## config.mk

```make
export PLATFORM = sky130hd
export DESIGN_NAME = daq_framer
export DESIGN_NICKNAME = d
export VERILOG_FILES = /design/src/rtl/daq_pkg.sv /design/src/rtl/daq_framer.sv
export SDC_FILE = /design/constraint.sdc
export NUM_CORES = 1
export LEC_CHECK = 0
export ABC_AREA = 1
export BUFFER_PORTS_ARGS = -buffer_cell sky130_fd_sc_hd__buf_2
export CORE_MARGIN = 4
export CORE_UTILIZATION = 45
export DETAILED_ROUTE_END_ITERATION = 7
export PLACE_DENSITY = 0.64
export SYNTH_ARGS = -nofsm -noshare
export SYNTH_HDL_FRONTEND = slang
export SYNTH_SLANG_ARGS = --single-unit
```

## constraint.sdc

```tcl
create_clock -name clk -period 2.8 [get_ports clk]
set_clock_uncertainty 0.2 [all_clocks]
set_input_delay 0.28 -clock clk [delete_from_list [all_inputs] [get_ports clk]]
set_output_delay 0.28 -clock clk [all_outputs]
set_load 0.03 [all_outputs]
```

## src/rtl/daq_pkg.sv

```systemverilog
// Shared constants, FSM encoding and header byte layout for the DAQ packet framer.
package daq_pkg;

  localparam logic [7:0]  FRAME_MAGIC = 8'hDA;
  localparam int unsigned HDR_BYTES   = 8;
  localparam int unsigned DF_BITS     = 2;

  typedef enum logic [DF_BITS-1:0] {
    DF_IDLE = 2'd0,
    DF_HDR  = 2'd1,
    DF_DATA = 2'd2
  } df_state_e;

  // Header: magic, seq, len[15:8], len[7:0], ts[31:24..7:0].
  function automatic logic [7:0] hdr_byte(input logic [2:0]  idx,
                                          input logic [7:0]  magic,
                                          input logic [7:0]  seq,
                                          input logic [15:0] len,
                                          input logic [31:0] ts);
    logic [7:0] b;
    case (idx)
      3'd0:    b = magic;
      3'd1:    b = seq;
      3'd2:    b = len[15:8];
      3'd3:    b = len[7:0];
      3'd4:    b = ts[31:24];
      3'd5:    b = ts[23:16];
      3'd6:    b = ts[15:8];
      default: b = ts[7:0];
    endcase
    return b;
  endfunction

endpackage

```

## src/rtl/daq_framer.sv

```systemverilog
// Pops length/data entries from the aggregator buffer and streams each packet as a
// big-endian byte frame (8-byte header + payload) with valid/ready flow control.
module daq_framer
  import daq_pkg::*;
#(
  parameter int unsigned MAC_PACKET_BITS = 11,
  parameter logic [7:0]  FRAME_MAGIC     = daq_pkg::FRAME_MAGIC
) (
  input  logic                       clk,
  input  logic                       rst_n,
  input  logic [31:0]                systime,
  input  logic [31:0]                daqo_data,
  output logic                       daqo_data_rd_en,
  input  logic [MAC_PACKET_BITS-1:0] daqo_len,
  input  logic                       daqo_len_ready,
  output logic                       daqo_len_rd_en,
  output logic [7:0]                 tx_data,
  output logic                       tx_valid,
  output logic                       tx_last,
  input  logic                       tx_ready
);

  localparam logic [2:0]                 HDR_LAST = 3'(HDR_BYTES - 1);
  localparam logic [MAC_PACKET_BITS-1:0] WORD_ONE = MAC_PACKET_BITS'(1);

  df_state_e                  state_q, state_d;
  logic                       armed_q;
  logic [7:0]                 seq_q, seq_d;
  logic [MAC_PACKET_BITS-1:0] len_q, len_d;
  logic [MAC_PACKET_BITS-1:0] word_cnt_q, word_cnt_d;
  logic [31:0]                ts_q, ts_d;
  logic [31:0]                shift_q, shift_d;
  logic [2:0]                 byte_cnt_q, byte_cnt_d;
  logic [7:0]                 tx_data_q, tx_data_d;
  logic                       tx_valid_q, tx_valid_d;
  logic                       tx_last_q, tx_last_d;
  logic                       accept;
  logic [15:0]                len_ext;

  assign accept   = tx_valid_q && tx_ready;
  assign len_ext  = 16'(len_q);
  assign tx_data  = tx_data_q;
  assign tx_valid = tx_valid_q;
  assign tx_last  = tx_last_q;

  always_comb begin
    // NOTE: every signal written here gets a default first, so no path can infer a latch.
    state_d         = state_q;
    seq_d           = seq_q;
    len_d           = len_q;
    word_cnt_d      = word_cnt_q;
    ts_d            = ts_q;
    shift_d         = shift_q;
    byte_cnt_d      = byte_cnt_q;
    tx_data_d       = tx_data_q;
    tx_valid_d      = tx_valid_q;
    tx_last_d       = tx_last_q;
    daqo_len_rd_en  = 1'b0;
    daqo_data_rd_en = 1'b0;

    unique case (state_q)
      DF_IDLE: begin
        // armed_q keeps the length FIFO from being popped while reset is asserted.
        if (armed_q && daqo_len_ready) begin
          daqo_len_rd_en = 1'b1;
          len_d          = daqo_len;
          word_cnt_d     = daqo_len;
          ts_d           = systime;
          byte_cnt_d     = '0;
          tx_data_d      = FRAME_MAGIC;
          tx_valid_d     = 1'b1;
          tx_last_d      = 1'b0;
          state_d        = DF_HDR;
        end
      end
      DF_HDR: begin
        if (accept) begin
          if (byte_cnt_q == HDR_LAST) begin
            if (len_q == '0) begin
              seq_d      = seq_q + 8'd1;
              tx_valid_d = 1'b0;
              tx_last_d  = 1'b0;
              state_d    = DF_IDLE;
            end else begin
              daqo_data_rd_en = 1'b1;
              tx_data_d       = daqo_data[31:24];
              shift_d         = {daqo_data[23:0], 8'h00};
              word_cnt_d      = word_cnt_q - WORD_ONE;
              byte_cnt_d      = '0;
              state_d         = DF_DATA;
            end
          end else begin
            byte_cnt_d = byte_cnt_q + 3'd1;
            tx_data_d  = hdr_byte(byte_cnt_d, FRAME_MAGIC, seq_q, len_ext, ts_q);
            tx_last_d  = (byte_cnt_d == HDR_LAST) && (len_q == '0);
          end
        end
      end
      DF_DATA: begin
        if (accept) begin
          if (byte_cnt_q == 3'd3) begin
            if (word_cnt_q != '0) begin
              // Head word is already settled: load it and advance the FIFO together.
              daqo_data_rd_en = 1'b1;
              tx_data_d       = daqo_data[31:24];
              shift_d         = {daqo_data[23:0], 8'h00};
              word_cnt_d      = word_cnt_q - WORD_ONE;
              byte_cnt_d      = '0;
            end else begin
              seq_d      = seq_q + 8'd1;
              tx_valid_d = 1'b0;
              tx_last_d  = 1'b0;
              state_d    = DF_IDLE;
            end
          end else begin
            byte_cnt_d = byte_cnt_q + 3'd1;
            tx_data_d  = shift_q[31:24];
            shift_d    = {shift_q[23:0], 8'h00};
            tx_last_d  = (byte_cnt_q == 3'd2) && (word_cnt_q == '0);
          end
        end
      end
      default: state_d = DF_IDLE;
    endcase
  end

  // NOTE: sequential state uses non-blocking assignments only; reset clears it asynchronously.
  always_ff @(posedge clk or negedge rst_n) begin
    if (!rst_n) begin
      state_q    <= DF_IDLE;
      armed_q    <= 1'b0;
      seq_q      <= '0;
      len_q      <= '0;
      word_cnt_q <= '0;
      ts_q       <= '0;
      shift_q    <= '0;
      byte_cnt_q <= '0;
      tx_data_q  <= '0;
      tx_valid_q <= 1'b0;
      tx_last_q  <= 1'b0;
    end else begin
      state_q    <= state_d;
      armed_q    <= 1'b1;
      seq_q      <= seq_d;
      len_q      <= len_d;
      word_cnt_q <= word_cnt_d;
      ts_q       <= ts_d;
      shift_q    <= shift_d;
      byte_cnt_q <= byte_cnt_d;
      tx_data_q  <= tx_data_d;
      tx_valid_q <= tx_valid_d;
      tx_last_q  <= tx_last_d;
    end
  end

endmodule

```

==> results of run 1 <==
-- logic make-up (layout without fill, tap and decap cells) --
logic type / after synthesis / in the layout / synth area share (%)
AO/OA/AOI/OAI: 103 / 103 / 10.4
buffers and inverters: 98 / 232 / 7.64
multiplexers: 16 / 16 / 2.72
AND/OR/NAND/NOR: 426 / 426 / 30.9
flip-flops: 102 / 102 / 43.4
other: 1 / 1 / 0.0638
XOR/XNOR: 10 / 10 / 1.49
adder cells (fa/ha/maj): 16 / 16 / 3.41
-- flip-flops by register name, indices dropped and copies added (netlist names), 2 cells and up --
register / count
shift_q: 24
word_cnt_q: 11
len_q: 11
state_q: 2
ts_q: 32
seq_q: 8
byte_cnt_q: 3
tx_data: 8
-- metal layers --
metal	share of wire [%]	wire length (um)	vias up	global-route usage [%]
met5	0	0	-	0
met4	2.4	362	0	8.26
met3	4.8	721	21	4.93
met2	47	7050	114	34.7
met1	46	6870	2450	28.2
li1	-	-	2684	-
-- area by class of cell --
type	count	area, sq um	area share [%]
Multi-Input combinational cell	572	2880	39.9
Sequential cell	102	2550	35.4
Timing Repair Buffer	148	1030	14.3
Inverter	69	259	3.59
Clock buffer	11	243	3.36
Tap cell	172	215	2.98
Clock inverter	4	33.8	0.468
-- cell usage after synthesis (all sizes together) --
master | number | area, sq um
a21oi | 14 | 81.3
a22oi | 1 | 7.51
a31oi | 2 | 12.5
a32oi | 1 | 8.76
buf | 16 | 134
clkbuf | 13 | 56.3
clkinv | 1 | 3.75
conb | 1 | 3.75
dfrtp | 102 | 2550
ha | 16 | 200
inv | 68 | 255
mux2i | 16 | 160
nand2 | 323 | 1270
nand3 | 40 | 210
nand3b | 2 | 27.5
nand4 | 3 | 25.0
nor2 | 51 | 224
nor3 | 5 | 40.0
o21ai | 80 | 464
o21bai | 3 | 22.5
o22ai | 1 | 6.26
o31ai | 1 | 7.51
or2 | 2 | 15.0
xnor2 | 3 | 26.3
xor2 | 7 | 61.3
-- power groups by stage --
stage               combinational (W)  clock [W]  sequential [W]
finish                        0.00357    0.00120         0.00263
global route                  0.00407    0.00128         0.00271
CTS                           0.00360    0.00124         0.00263
detailed placement            0.00354          0         0.00264
global placement              0.00346          0         0.00263
floorplan                     0.00274          0         0.00264
-- what timing repair did --
action                    4_1_cts  5_1_grt
hold buffers                   48        0
setup buffers                   0        0
hold endpoints to repair       85        0
-- tightest hold or removal path: stages --
cell and delay, ns:
buf_2 0.07, mux2i_1 0.07, o21ai_2 0.12
-- final timing paths --
path	slack, ns	endpoint	depth (start not counted)
max in group asynchronous	1.43	tx_data[7]	3
worst min register to register	0.28	ts_q[7]	2
worst max register to register	0.34	word_cnt_q[7]	10
worst max-delay path	0.34	daqo_len_rd_en	6
min in group asynchronous	0.25	ts_q[30]	2
worst min-delay path	0.01	shift_q[20]	3
-- stage by stage --
step	power, W	utilization (%)	instance area [sq um]	cells	worst slack, ns
after floorplan	0.00539	-	5880	772	0.613
after global placement	0.00609	50.8	6460	1015	0.422
after detailed placement	0.00618	50.8	6460	1015	0.360
after CTS	0.00746	56.7	7220	1078	0.312
after global routing	0.00807	56.7	7220	1078	0.0919
final	0.00739	56.7	7220	1078	0.343
==> results.tsv, run 1 <==
stage	metric	value	unit
setup_path	CP Launch Type	register	
global_route	GRT Residual Overflow	0	
setup_path	worst path bufs/invs	4	
placed_design	RePlAce Congestion	0.937	
routing	# DRC	0	
sta	RSZ-0062 raised after global routing	no	
sta	Slew HR	25.7	%
routing	Routed WL	15000	um
routing	Routed Antenna Nets	0	
global_route	first-pass GRT wire length	25100	um
finish	antenna diode count	0	
sta	Max Slew Vio Count	0	
power	pwr dens	1020	mW/mm^2
sta	Hold Slack	0.0144	ns
cts	CTS clk-pin slew, worst paths	0.07	ns
finish	Fillers	1236	
cts	clock tree buffer depth	2	
setup_path	Critical Path Start	state_q[0]	
finish	most frequent cells in the layout	nand2_1, dfrtp_1, buf_2	
global_route	vias in the first global route	5282	
logic_synthesis	Synth cell types	42	
global_route	Overall Global Routing Usage	21.5	%
routing	routed len/inst	13.9	um
sta	Final Hold Fails	0	
global_route	initial antenna violation count	0	
power	leakage	3.90	nW
routing	Pre-Repair DR Iteration Count	4	
cts	H-Tree Depth	3	
power	P_sw	0.00334	W
floorplanning	Die Y	122	um
placed_design	post-DP HPWL	10900	um
sta	worst-margin pin slew	1.11	ns
sta	endpoints failing setup	0	
setup_path	crit end category	primary output	
setup_path	Slowest-stage cell, CP	dfrtp_1	
floorplanning	die footprint	0.0150	sq mm
setup_path	Crit Path Max Fanout	28	
setup_path	CP most frequent cell	inv_1	
logic_synthesis	flops & latches, synth	102	
sta	FMAX	407	MHz
finish	ratio of cells with drive above 1 in the final layout	18.8	%
floorplanning	std cell rows	41	
routing	Vias/cell	4.89	
sta	period utilisation layout	87.7	%
setup_path	Crit path largest cell delay	0.42	ns
routing	detailed-route via count	5269	
cts	CTS Sinks	102	
setup_path	Worst Path Class, Setup	register to primary output	
setup_path	CP arrival	1.98	ns
routing	Detailed Route Iter0 Violations	376	
global_route	largest net degree at the start of global routing	65	
power	Switching Share	45.2	%
sta	Period minus WS final	2.46	ns
cts	clock root cell	clkbuf_16	
floorplanning	Die X	122	um
floorplanning	CORE AREA	0.0127	sq mm
power	sequential share of power	35.6	%
finish	nets	997	
logic_synthesis	syn_area_per_cell	7.61	sq um
setup_path	CP Cell Sequence	inv_1 -> ha_1 -> inv_1 -> nor3_4 -> buf_4 -> buf_2	
power	P_int	0.00405	W
power	maximum vdd drop	0.503	mV
placed_design	count of input and output buffers	90	
sta	Setup TNS Final	0	ns
logic_synthesis	synth warn	0	
setup_path	Worst EP required	2.32	ns
cts	TritonCTS Buffers	9	
floorplanning	I/O pin count	91	
floorplanning	effective utilization at floorplan	46.2	%
setup_path	RR Startpoint	byte_cnt_q[1]	
finish	commonest non-fill, non-tap cell in the layout	nand2_1	
run	MaxCap Viol Count	0	
power	Clk pwr share	16.2	%
setup_path	CP top delay family	buffers and inverters	
power	logic gate share of total power	48.2	%
logic_synthesis	Mapped Nets	867	
cts	CTS tree	built	
logic_synthesis	Seq/Total Area, Yosys	43.4	%
hold_path	Hold Crit Start	daqo_data[12]	
cts	Post-CTS Resized	0	
logic_synthesis	Syn Inst Count	772	
run_status	status	complete, no violations	
cts	Worst-Skew Late Latency	0.36	ns
finish	area grow syn2layout	22.8	%
logic_synthesis	Synth Cell Area	0.00588	sq mm
hold_path	worst hold-check path type	input pin to register	
Power figures use the tool's default switching activity.
==> inputs of run 2 (changes only) <==
Settings changed: ABC_AREA 1 to not set, PLACE_DENSITY 0.64 to 0.66.
==> run 2 against run 1 <==
First-iteration DRC count shrank 17%; power is 59% lower; maximum frequency fell by 7.9%; utilization up 1.8 points; critical path type unchanged; via count decreased by 9.8%; cell count fell by 23%; global-route usage is 0.17 points lower; largest cell class unchanged; clock power rose by 17%; final area fell by 2.2%; flip-flop and latch count unchanged.
==> results.tsv, run 2 <==
stage	metric	value	unit	change
run_status	status	complete, no violations		
cts	Post-CTS Setup Repair Bufs	0		unchanged
routing	detailed-route via count	4755		-9.8%
finish	Final Cell Area	0.00706	sq mm	-2.2%
sta	Max Slew Vio Count	0		unchanged
sta	endpoints failing setup	0		unchanged
global_route	GRT Residual Overflow	0		unchanged
power	Power Total	0.00302	W	-59%
finish	antenna diode count	0		unchanged
floorplanning	I/O pin count	91		unchanged
setup_path	Crit Path Max Fanout	17		-39%
setup_path	Worst Path Class, Setup	register to primary output		
sta	worst-margin pin slew	0.613	ns	-0.501 ns
logic_synthesis	Synth Cell Area	0.00557	sq mm	-5.2%
sta	period utilisation layout	95.3	%	+7.6 points
finish	max reg flops	32		unchanged
floorplanning	Die Y	119	um	-2.5%
floorplanning	die footprint	0.0142	sq mm	-4.9%
logic_synthesis	leading area contributor after synthesis	dfrtp_1		
finish	most frequent cells in the layout	dfrtp_1, buf_2, dlygate4sd3_1		
logic_synthesis	ys flop type	dfrtp_1		
finish	Register Area	0.00255	sq mm	unchanged
sta	Setup TNS Final	0	ns	unchanged
power	maximum vdd drop	0.425	mV	-15%
routing	Pre-Repair DR Iteration Count	5		+1
finish	top flop regs	ts_q (32), shift_q (24)		
global_route	initial antenna violation count	0		unchanged
cts	CTS tree	built		
routing	Routed Antenna Nets	0		unchanged
logic_synthesis	ys async rst share	100	%	unchanged
global_route	vias in the first global route	4846		-8.3%
placed_design	post-DP HPWL	10700	um	-1.9%
finish	ratio of cells with drive above 1 in the final layout	28.3	%	+9.6 points
sta	Slew HR	59.1	%	+33 points
setup_path	Worst EP required	2.32	ns	about the same
logic_synthesis	Mapped Nets	626		-28%
placed_design	post-placement cell count	768		-24%
routing	routed len/inst	17.7	um	+27%
placed_design	placed cell area	0.00621	sq mm	-3.9%
sta	Period minus WS final	2.67	ns	+0.212 ns
sta	Final Hold Fails	0		unchanged
cts	CTS clk-pin slew, worst paths	0.07	ns	about the same
logic_synthesis	Seq/Total Area, Yosys	45.8	%	+2.4 points
placed_design	RePlAce Congestion	0.906		-3.3%
logic_synthesis	share of the synthesized area in the top cell type	45.8	%	+2.4 points
finish	most flop-heavy register	ts_q		
setup_path	R2R Setup Slk	0.27	ns	-0.07 ns
logic_synthesis	syn_area_per_cell	10.5	sq um	+38%
finish	Final Util	58.5	%	+1.8 points
cts	clock tree buffer depth	2		unchanged
cts	Worst-Skew Late Latency	0.35	ns	about the same
run	MaxCap Viol Count	0		unchanged
finish	commonest non-fill, non-tap cell in the layout	dfrtp_1		
hold_path	worst hold-check path type	input pin to register		
floorplanning	effective utilization at floorplan	46.2	%	about the same
finish	final non-filler cell total	835		-23%
finish	nets	757		-24%
routing	Routed WL	14800	um	-1.6%
sta	FMAX	375	MHz	-7.9%
placed_design	count of input and output buffers	90		unchanged
logic_synthesis	number of synthesized flops with an enable pin	0		unchanged
floorplanning	CORE AREA	0.0121	sq mm	-5.2%
cts	CTS Sinks	102		unchanged
routing	Vias/cell	5.69		+17%
global_route	largest net degree at the start of global routing	46		-29%
logic_synthesis	Syn Inst Count	531		-31%
cts	clock root cell	clkbuf_16		
global_route	Overall Global Routing Usage	21.3	%	-0.17 points
routing	Detailed Route Iter0 Violations	311		-17%
floorplanning	Die X	119	um	-2.5%
sta	RSZ-0062 raised after global routing	no		
setup_path	CP Launch Type	register		
logic_synthesis	Synth cell types	60		+43%
power	leakage	3.31	nW	-15%
logic_synthesis	most common cell in the netlist	dfrtp_1		
finish	multi-input logic area	0.00276	sq mm	-4.1%
floorplanning	std cell rows	40		-2.4%
setup_path	crit end category	primary output		
logic_synthesis	synth top area cells	dfrtp_1, mux2_2, mux2i_1		
finish	Fillers	989		-20%
global_route	first-pass GRT wire length	24100	um	-4.0%
power	pwr dens	428	mW/mm^2	-58%
finish	area grow syn2layout	26.7	%	
routing	# DRC	0		unchanged
logic_synthesis	Synth top cells by count	dfrtp_1, mux2_2, nand2_1, a21oi_1, inv_1		
logic_synthesis	synth warn	0		unchanged
cts	H-Tree Depth	3		unchanged
cts	TritonCTS Buffers	9		unchanged
setup_path	CP arrival	2.19	ns	+0.21 ns
logic_synthesis	flops & latches, synth	102		unchanged
==> run 2: layout make-up <==
type / count / area share [%]
Clock buffer: 12 / 3.63
Clock inverter: 4 / 1.08
Inverter: 28 / 1.49
Tap cell: 168 / 2.98
Sequential cell: 102 / 36.2
Multi-Input combinational cell: 366 / 39.2
Timing Repair Buffer: 155 / 15.5
==> run 2: power breakdown <==
part	switching [W]	internal (W)	total (W)
combinational	0.0000616	0.0000902	0.000152
clock	0.000560	0.000836	0.00140
sequential	0.000000431	0.00147	0.00147
total	0.000622	0.00240	0.00302
==> run 2: cell families (layout without fill, tap and decap cells) <==
| kind of cell | after synthesis | in the layout | synth area share, % |
|---|---|---|---|
| DFF | 102 | 102 | 45.8 |
| muxes | 75 | 75 | 14.6 |
| xor gates and xnor gates | 7 | 7 | 1.10 |
| buffers and inverters | 63 | 199 | 4.72 |
| adders and majority gates | 16 | 16 | 3.59 |
| other | 1 | 1 | 0.0673 |
| AOI/OAI and AO/OA | 135 | 135 | 17.1 |
| and+or+nand+nor | 132 | 132 | 13.0 |
==> run 2: path summary, 6_finish.rpt <==
path,start,end,cells past startpoint
min,daqo_data[8],shift_q[16],3
min in group asynchronous,rst_n,word_cnt_q[4],2
max,state_q[0],daqo_data_rd_en,5
max reg2reg,byte_cnt_q[0],tx_data[7],8
max in group asynchronous,rst_n,ts_q[20],3
min reg2reg,seq_q[7],seq_q[7],1
==> run 2: worst max-delay path: stages (launching register included) <==
cell	delay (ns)
dfrtp_1	0.40
inv_1	0.08
ha_1	0.68
inv_1	0.12
nor3_1	0.29
buf_2	0.26
==> run 2: metrics by stage <==
step | setup slack, ns | hold slack (ns)
floorplan | 0.464 | -0.216
global placement | 0.327 | 0.115
CTS | 0.121 | 0.0330
finish | 0.132 | 0.0447
global route | 0.0252 | 0.0543
detailed placement | 0.213 | 0.120
==> run 2: metal layers <==
layer / global-route usage [%] / wire length, um
met5: 0 / 0
met3: 3.85 / 775
met1: 27.7 / 6440
met4: 8.40 / 352
met2: 35.3 / 7190
==> run 2: repair_timing <==
item                                   CTS  global route
setup endpoints to repair                0             2
hold buffers                            51             0
resized for setup                        0             1
endpoints found under the hold margin   92             0
